<file path="config.mk">
export PLATFORM = sky130hd
export DESIGN_NAME = sipo_rx
export DESIGN_NICKNAME = d
export VERILOG_FILES = /design/src/rtl/sipo_pkg.sv /design/src/rtl/sipo_bit_counter.sv /design/src/rtl/sipo_rx.sv
export SDC_FILE = /design/constraint.sdc
export NUM_CORES = 1
export LEC_CHECK = 0
export CAP_MARGIN = 20
export CORE_ASPECT_RATIO = 0.8
export CORE_MARGIN = 3
export CORE_UTILIZATION = 42
export DETAILED_ROUTE_END_ITERATION = 16
export GPL_ROUTABILITY_DRIVEN = 0
export GPL_TIMING_DRIVEN = 1
export PLACE_DENSITY = 0.67
export SETUP_SLACK_MARGIN = 0.15
export SLEW_MARGIN = 10
export SYNTH_ARGS = -nofsm -noshare
export SYNTH_HDL_FRONTEND = slang
export SYNTH_HIERARCHICAL = 1
export SYNTH_SLANG_ARGS = --single-unit
</file>
<file path="constraint.sdc">
create_clock -name clk -period 1.7 [get_ports clk]
set_input_delay 0.255 -clock clk [delete_from_list [all_inputs] [get_ports clk]]
set_output_delay 0.255 -clock clk [all_outputs]
set_load 0.05 [all_outputs]
</file>
<file path="src/rtl/sipo_pkg.sv">
// Shared types and defaults for the serial-in/parallel-out receiver.
package sipo_pkg;

  localparam int unsigned SIPO_DEFAULT_WIDTH = 8;

  typedef enum logic {
    IDLE  = 1'b0,
    SHIFT = 1'b1
  } sipo_state_e;

endpackage

</file>
<file path="src/rtl/sipo_bit_counter.sv">
// Bit counter for sipo_rx: counts sampled bits and flags the bit that completes a word.
module sipo_bit_counter
  import sipo_pkg::*;
#(
  parameter int unsigned WIDTH = SIPO_DEFAULT_WIDTH
) (
  input  logic clk,
  input  logic rst_n,
  input  logic i_inc,
  input  logic i_clr,
  output logic o_done
);

  localparam int unsigned CW = $clog2(WIDTH + 1);

  logic [CW-1:0] r_count;
  logic          w_terminal;

  assign w_terminal = (r_count == CW'(WIDTH - 1));
  assign o_done     = i_inc & ~i_clr & w_terminal;

  // Wraps straight to zero on the completing bit, so the count never reaches WIDTH.
  always_ff @(posedge clk or negedge rst_n) begin
    if (!rst_n) begin
      r_count <= '0;
    end else if (i_clr) begin
      r_count <= '0;
    end else if (i_inc) begin
      r_count <= w_terminal ? '0 : r_count + CW'(1);
    end
  end

endmodule

</file>
<file path="src/rtl/sipo_rx.sv">
// Serial-to-parallel receiver, MSB first, with a single-entry holding register and overrun flag.
module sipo_rx
  import sipo_pkg::*;
#(
  parameter int unsigned WIDTH = SIPO_DEFAULT_WIDTH
) (
  input  logic             clk,
  input  logic             rst_n,
  input  logic             serial_in,
  input  logic             serial_valid,
  input  logic             flush,
  output logic [WIDTH-1:0] parallel_out,
  output logic             out_valid,
  input  logic             out_ready,
  output logic             overrun,
  input  logic             clr_overrun,
  output logic             busy
);

  sipo_state_e      r_state;
  logic [WIDTH-2:0] r_shift;
  logic [WIDTH-1:0] r_parallel;
  logic             r_out_valid;
  logic             r_overrun;

  logic             w_sample;
  logic             w_done;
  logic             w_drop;
  logic [WIDTH-1:0] w_word;

  assign w_sample = serial_valid & ~flush;
  assign w_word   = {r_shift, serial_in};
  assign w_drop   = w_done & r_out_valid & ~out_ready;

  sipo_bit_counter #(
    .WIDTH(WIDTH)
  ) u_bit_counter (
    .clk   (clk),
    .rst_n (rst_n),
    .i_inc (w_sample),
    .i_clr (flush),
    .o_done(w_done)
  );

  always_ff @(posedge clk or negedge rst_n) begin
    if (!rst_n) begin
      r_state     <= IDLE;
      r_shift     <= '0;
      r_parallel  <= '0;
      r_out_valid <= 1'b0;
      r_overrun   <= 1'b0;
    end else begin
      if (flush) begin
        r_state <= IDLE;
        r_shift <= '0;
      end else if (serial_valid) begin
        if (w_done) begin
          r_state <= IDLE;
          r_shift <= '0;
        end else begin
          r_state <= SHIFT;
          r_shift <= w_word[WIDTH-2:0];
        end
      end

      // A completing word may replace the held one only if it is being consumed on this edge.
      if (w_done) begin
        if (!r_out_valid || out_ready) begin
          r_parallel  <= w_word;
          r_out_valid <= 1'b1;
        end
      end else if (r_out_valid && out_ready) begin
        r_out_valid <= 1'b0;
      end

      r_overrun <= w_drop | (r_overrun & ~clr_overrun);
    end
  end

  assign parallel_out = r_parallel;
  assign out_valid    = r_out_valid;
  assign overrun      = r_overrun;
  assign busy         = (r_state == SHIFT);

endmodule

</file>
* Word level (Yosys, flattened, before mapping)
Cells that the tools add are included.
Storage, ports and cells: output and inout bits 11, input port bits 7, word-level logic and storage cells 39, register bits 22
Operators by class: add/sub/neg operators 1, reduce and logical (&&, ||, !) cells 8, equality and inequality tests 2, bitwise operators 10, muxes and demuxes 12
Operator list (number):
- 7-bit 2-to-1 mux | 3
- 4-bit 2-to-1 mux | 3
- 1-bit AND | 6
- 1-bit 2-to-1 mux | 6
- 2-bit nonzero test | 3
- 4-bit by 1-bit adder with 4-bit output (second input constant) | 1
- 4-bit by 3-bit == test with 1-bit output (second input constant) | 1
- 2-bit AND reduction | 2
- 1-bit inverter | 3
- 2-bit by 1-bit inequality test with 1-bit output (second input constant) | 1
- 1-bit logical AND | 1
- 1-bit logical NOT | 1
- 1-bit logical OR | 1
- 1-bit OR | 1

* Depth between registers and ports, before layout
word-level depth 7, mapped depth 8, mapped depth without buffers 7

* Cells and area by module
Netlist, hierarchy kept.
Modules (own cells, without submodules):
- sipo_rx | seq. area each 450.4 sq um, area each 732.0 sq um, cells an instance 57, instances 1
- sipo_bit_counter | seq. area each 100.1 sq um, area each 229.0 sq um, cells an instance 20, instances 1

* Least setup slack after synthesis
No wires, ideal clock.
path kind in2reg, start input port flush, end register r_parallel[0], in the netlist parallel_out[0], setup time 0.125 ns, path buffers 2, data required time 1.575 ns, slack 0.165 ns, stages 7, arrival 1.410 ns, path through clkbuf_1 > nor2_1 > buf_4 > nand4b_1 > nor2_1 > nand2_4 > mux2_4
Between the ends: cells in the longest elaborated chain, start to end 5
RTL lines:
- start: declaration | RTL line sipo_rx.sv:11 | input logic flush,
- 1-bit inverter | RTL line sipo_rx.sv:31 | assign w_sample = serial_valid & ~flush;
- 1-bit AND | RTL line sipo_rx.sv:31
- via w_sample | RTL line sipo_rx.sv:26 | logic w_sample;
- 1-bit AND (2 in a row) | RTL line sipo_bit_counter.sv:20 | assign o_done = i_inc & ~i_clr & w_terminal;
- via w_done | RTL line sipo_rx.sv:27 | logic w_done;
- 2-bit AND reduction (no line)
- end signal: assignment | RTL line sipo_rx.sv:69 | r_parallel <= w_word;
- end: declaration | RTL line sipo_rx.sv:22 | logic [WIDTH-1:0] r_parallel;
The timed path passes the listed nets, and every way through them passes these cells. A chain may end at the register's enable or synchronous reset.

* Worst setup path in the final report
start input port serial_valid, end register r_parallel[5], in the netlist parallel_out[5]
Between the ends: cells in the longest elaborated chain, start to end 4
RTL lines:
- start: declaration | RTL line sipo_rx.sv:10 | input logic serial_valid,
- 1-bit AND | RTL line sipo_rx.sv:31
- via w_sample | RTL line sipo_rx.sv:26
- 1-bit AND (2 in a row) | RTL line sipo_bit_counter.sv:20
- via w_done | RTL line sipo_rx.sv:27
- 2-bit AND reduction (no line)
The timed path passes the listed nets, and every way through them passes these cells.

==> flow_summary.yaml <==
run_status:
  outcome: "finished, final reports clean"
power:
  power_density_mw_per_mm2: 725
  p_comb_share_pct: 9.0
  p_seq_share_pct: 60.0
  switching_share_pct: 21.9
  pwr-share-clk_pct: 31.0
  peakVddDrop_v: 0.000531
  p_int_w: 0.000698
  switchingPower_w: 0.000196
  p_leak_nw: 0.615
cells_and_area:
  fillers: 157
  drive_gt1_share_pct: 35.9
  final_cell_mix: "dfrtp_1 (22), buf_4 (18), mux2_4 (9), a21oi_1 (7)"
  multiInputGateArea_um2: 410
  design_area_mm2: 0.00123
  insertedDiodeCount: 0
  layout.nets: 112
  seq_area_um2: 551
  post-route-util_pct: 61.2
  layout_commonest_cell: "dfrtp_1"
  syn2layout_area_growth_pct: 28.4
global_routing:
  grt_max_degree: 23
  grt-ovfl-total: 0
  track_usage_pct: 13.8
  grt_pass1_wl_um: 2990
  grt_pass1_vias: 643
  antenna_found_initial: 0
timing:
  layout_min_cycle_time_ns: 1.50
  drv_slew: 0
  tightest_slew_ns: 0.273
  clock_skew_ns: 0.00235
  fmax_ghz: 0.666
  slew_headroom_pct: 81.8
  rsz0062_at_grt: "no"
  setup_ws_ns: 0.199
  fin_crit_sh_pct: 88.3
  hold_viol_final: 0
  setup_violations: 0
yosys:
  avgSynthCellArea_um2: 12.5
  ys.flop_type: "dfrtp_1"
  netlist_area_um2: 961
  ys_seq_area_share_pct: 57.3
  ys_warn_count: 6
  syn-num-nets: 85
  synth_edf_count: 0
  synthArstFlopShare_pct: 100
  ys_ff_latch: 22
  netlist_instances: 77
  synth.distinct_cells: 24
setup_path:
  worstSetupPathType: "primary input to flop"
  endpoint_kind: "flop"
  critPathLaunchType: "primary input"
  cp_max_fo: 8
  arrival_ns: 1.70
  cp.required_ns: 1.90
detailed_routing:
  vias: 677
  dr.pass1.iters: 4
  drtIter0Drc: 13
  wl_per_cell_um: 14.7
  detail-route-antenna-nets: 0
  routed_wl_um: 1870
  vias_per_cell: 5.33
  drc: 0
floorplanning:
  rows: 14
  die_width_um: 59.5
  die_area_mm2: 0.00290
  core-area_mm2: 0.00201
  fp.dieH_um: 48.8
  ios: 18
  initial_core_util_pct: 47.7
run:
  max_cap_viol_count: 0
placement:
  dp_hpwl_um: 1420
  port_buffers: 17
  place_area_mm2: 0.00117
  place_ws_ns: -0.240
cts:
  cts_hold_buf: 0
  cts_buffer_depth: 2
  clock_sinks: 22
  cts.clk_slew.worst_paths_ns: 0.11
  cts_tree: "yes"
  root_buffer: "clkbuf_4"
  cts-buffers-inserted: 3
  clk_latency_ns: 0.30
  h-tree-depth: 1
hold_path:
  hold_class: "primary input to asynchronous set/reset pin"
[critical path: stages]
cell and delay [ns]:
clkdlybuf4s50_1 0.50, inv_2 0.05, nor2_2 0.10, nand4b_1 0.17, nor2_4 0.18, nand2_4 0.13
mux2_4 0.31
[path summary, 6_finish.rpt]
| path | startpoint | to | slack [ns] | depth (start not counted) |
|---|---|---|---|---|
| max | serial_valid | parallel_out[5]$_DFFE_PN0P_ | 0.20 | 7 |
| min | rst_n | parallel_out[5]$_DFFE_PN0P_ | 0.28 | 2 |
| max reg2reg | u_bit_counter/r_count[0]$_DFFE_PN0P_ | parallel_out[5]$_DFFE_PN0P_ | 0.23 | 5 |
| min reg2reg | parallel_out[3]$_DFFE_PN0P_ | parallel_out[3]$_DFFE_PN0P_ | 0.52 | 1 |
| max in group asynchronous | rst_n | u_bit_counter/r_count[1]$_DFFE_PN0P_ | 1.20 | 2 |
| min in group clk | clr_overrun | overrun$_DFF_PN0_ | 0.51 | 2 |
[logic make-up after synthesis]
family,share of synthesized area [%]
AO/OA/AOI/OAI,6.90
XOR/XNOR,0.912
adder cells (fa/ha/maj),1.30
buffers and inverters,2.34
flip-flops,57.3
multiplexers,15.1
AND/OR/NAND/NOR,16.1
[flip-flops by register name, indices dropped and copies added, names as in the netlist]
name                   cells
busy                       1
overrun                    1
r_shift                    7
parallel_out               8
u_bit_counter/r_count      4
out_valid                  1
[power by group through the flow]
stage | combinational [W] | clock, W | sequential, W
after floorplan | 0.0000245 | 0 | 0.000550
after global placement | 0.0000736 | 0 | 0.000546
after detailed placement | 0.0000741 | 0 | 0.000547
after CTS | 0.0000790 | 0.000292 | 0.000535
after global routing | 0.0000880 | 0.000313 | 0.000538
final | 0.0000800 | 0.000277 | 0.000537
[Yosys cell counts, types with 2 or more instances]
cell type / count / share of area, %
a21oi_1: 7 / 3.6
nor2_1: 6 / 2.3
a22oi_1: 2 / 1.6
nor3_1: 2 / 1.0
mux2_4: 9 / 14
dfrtp_1: 22 / 57
nand3_1: 5 / 2.6
nand2_1: 6 / 2.3
and2b_1: 2 / 1.6
inv_1: 2 / 0.78
[what timing repair did]
| action | CTS | global route |
|---|---|---|
| hold endpoints to repair | 0 | 0 |
| resized for setup | 1 | 4 |
| pin swaps | 0 | 3 |
| buffers inserted | 1 | 0 |
| setup endpoints to repair | 11 | 11 |
[routing by layer]
metal / GRT usage (%) / routed length [µm] / up-vias
li1: - / - / 320
met1: 20.6 / 899 / 334
met2: 18.9 / 829 / 23
met5: 0 / 0 / -
met4: 2.26 / 0 / 0
met3: 5.56 / 140 / 0
[metrics by stage]
step | setup TNS (ns) | total power (W) | hold slack (ns) | cells
floorplan | 0 | 0.000575 | -0.0406 | 77
global placement | -1.27 | 0.000620 | 0.500 | 122
detailed placement | -2.87 | 0.000621 | 0.503 | 122
CTS | 0 | 0.000907 | 0.290 | 127
global route | 0 | 0.000938 | 0.285 | 127
finish | 0 | 0.000894 | 0.283 | 127
[layout make-up]
type	instances	area share, %
Sequential cell	22	44.6
Tap cell	24	2.43
Clock buffer	4	2.94
Timing Repair Buffer	24	15.8
Multi-Input combinational cell	50	33.3
Inverter	3	0.913
Note: power is estimated with default switching activity, not from simulation.
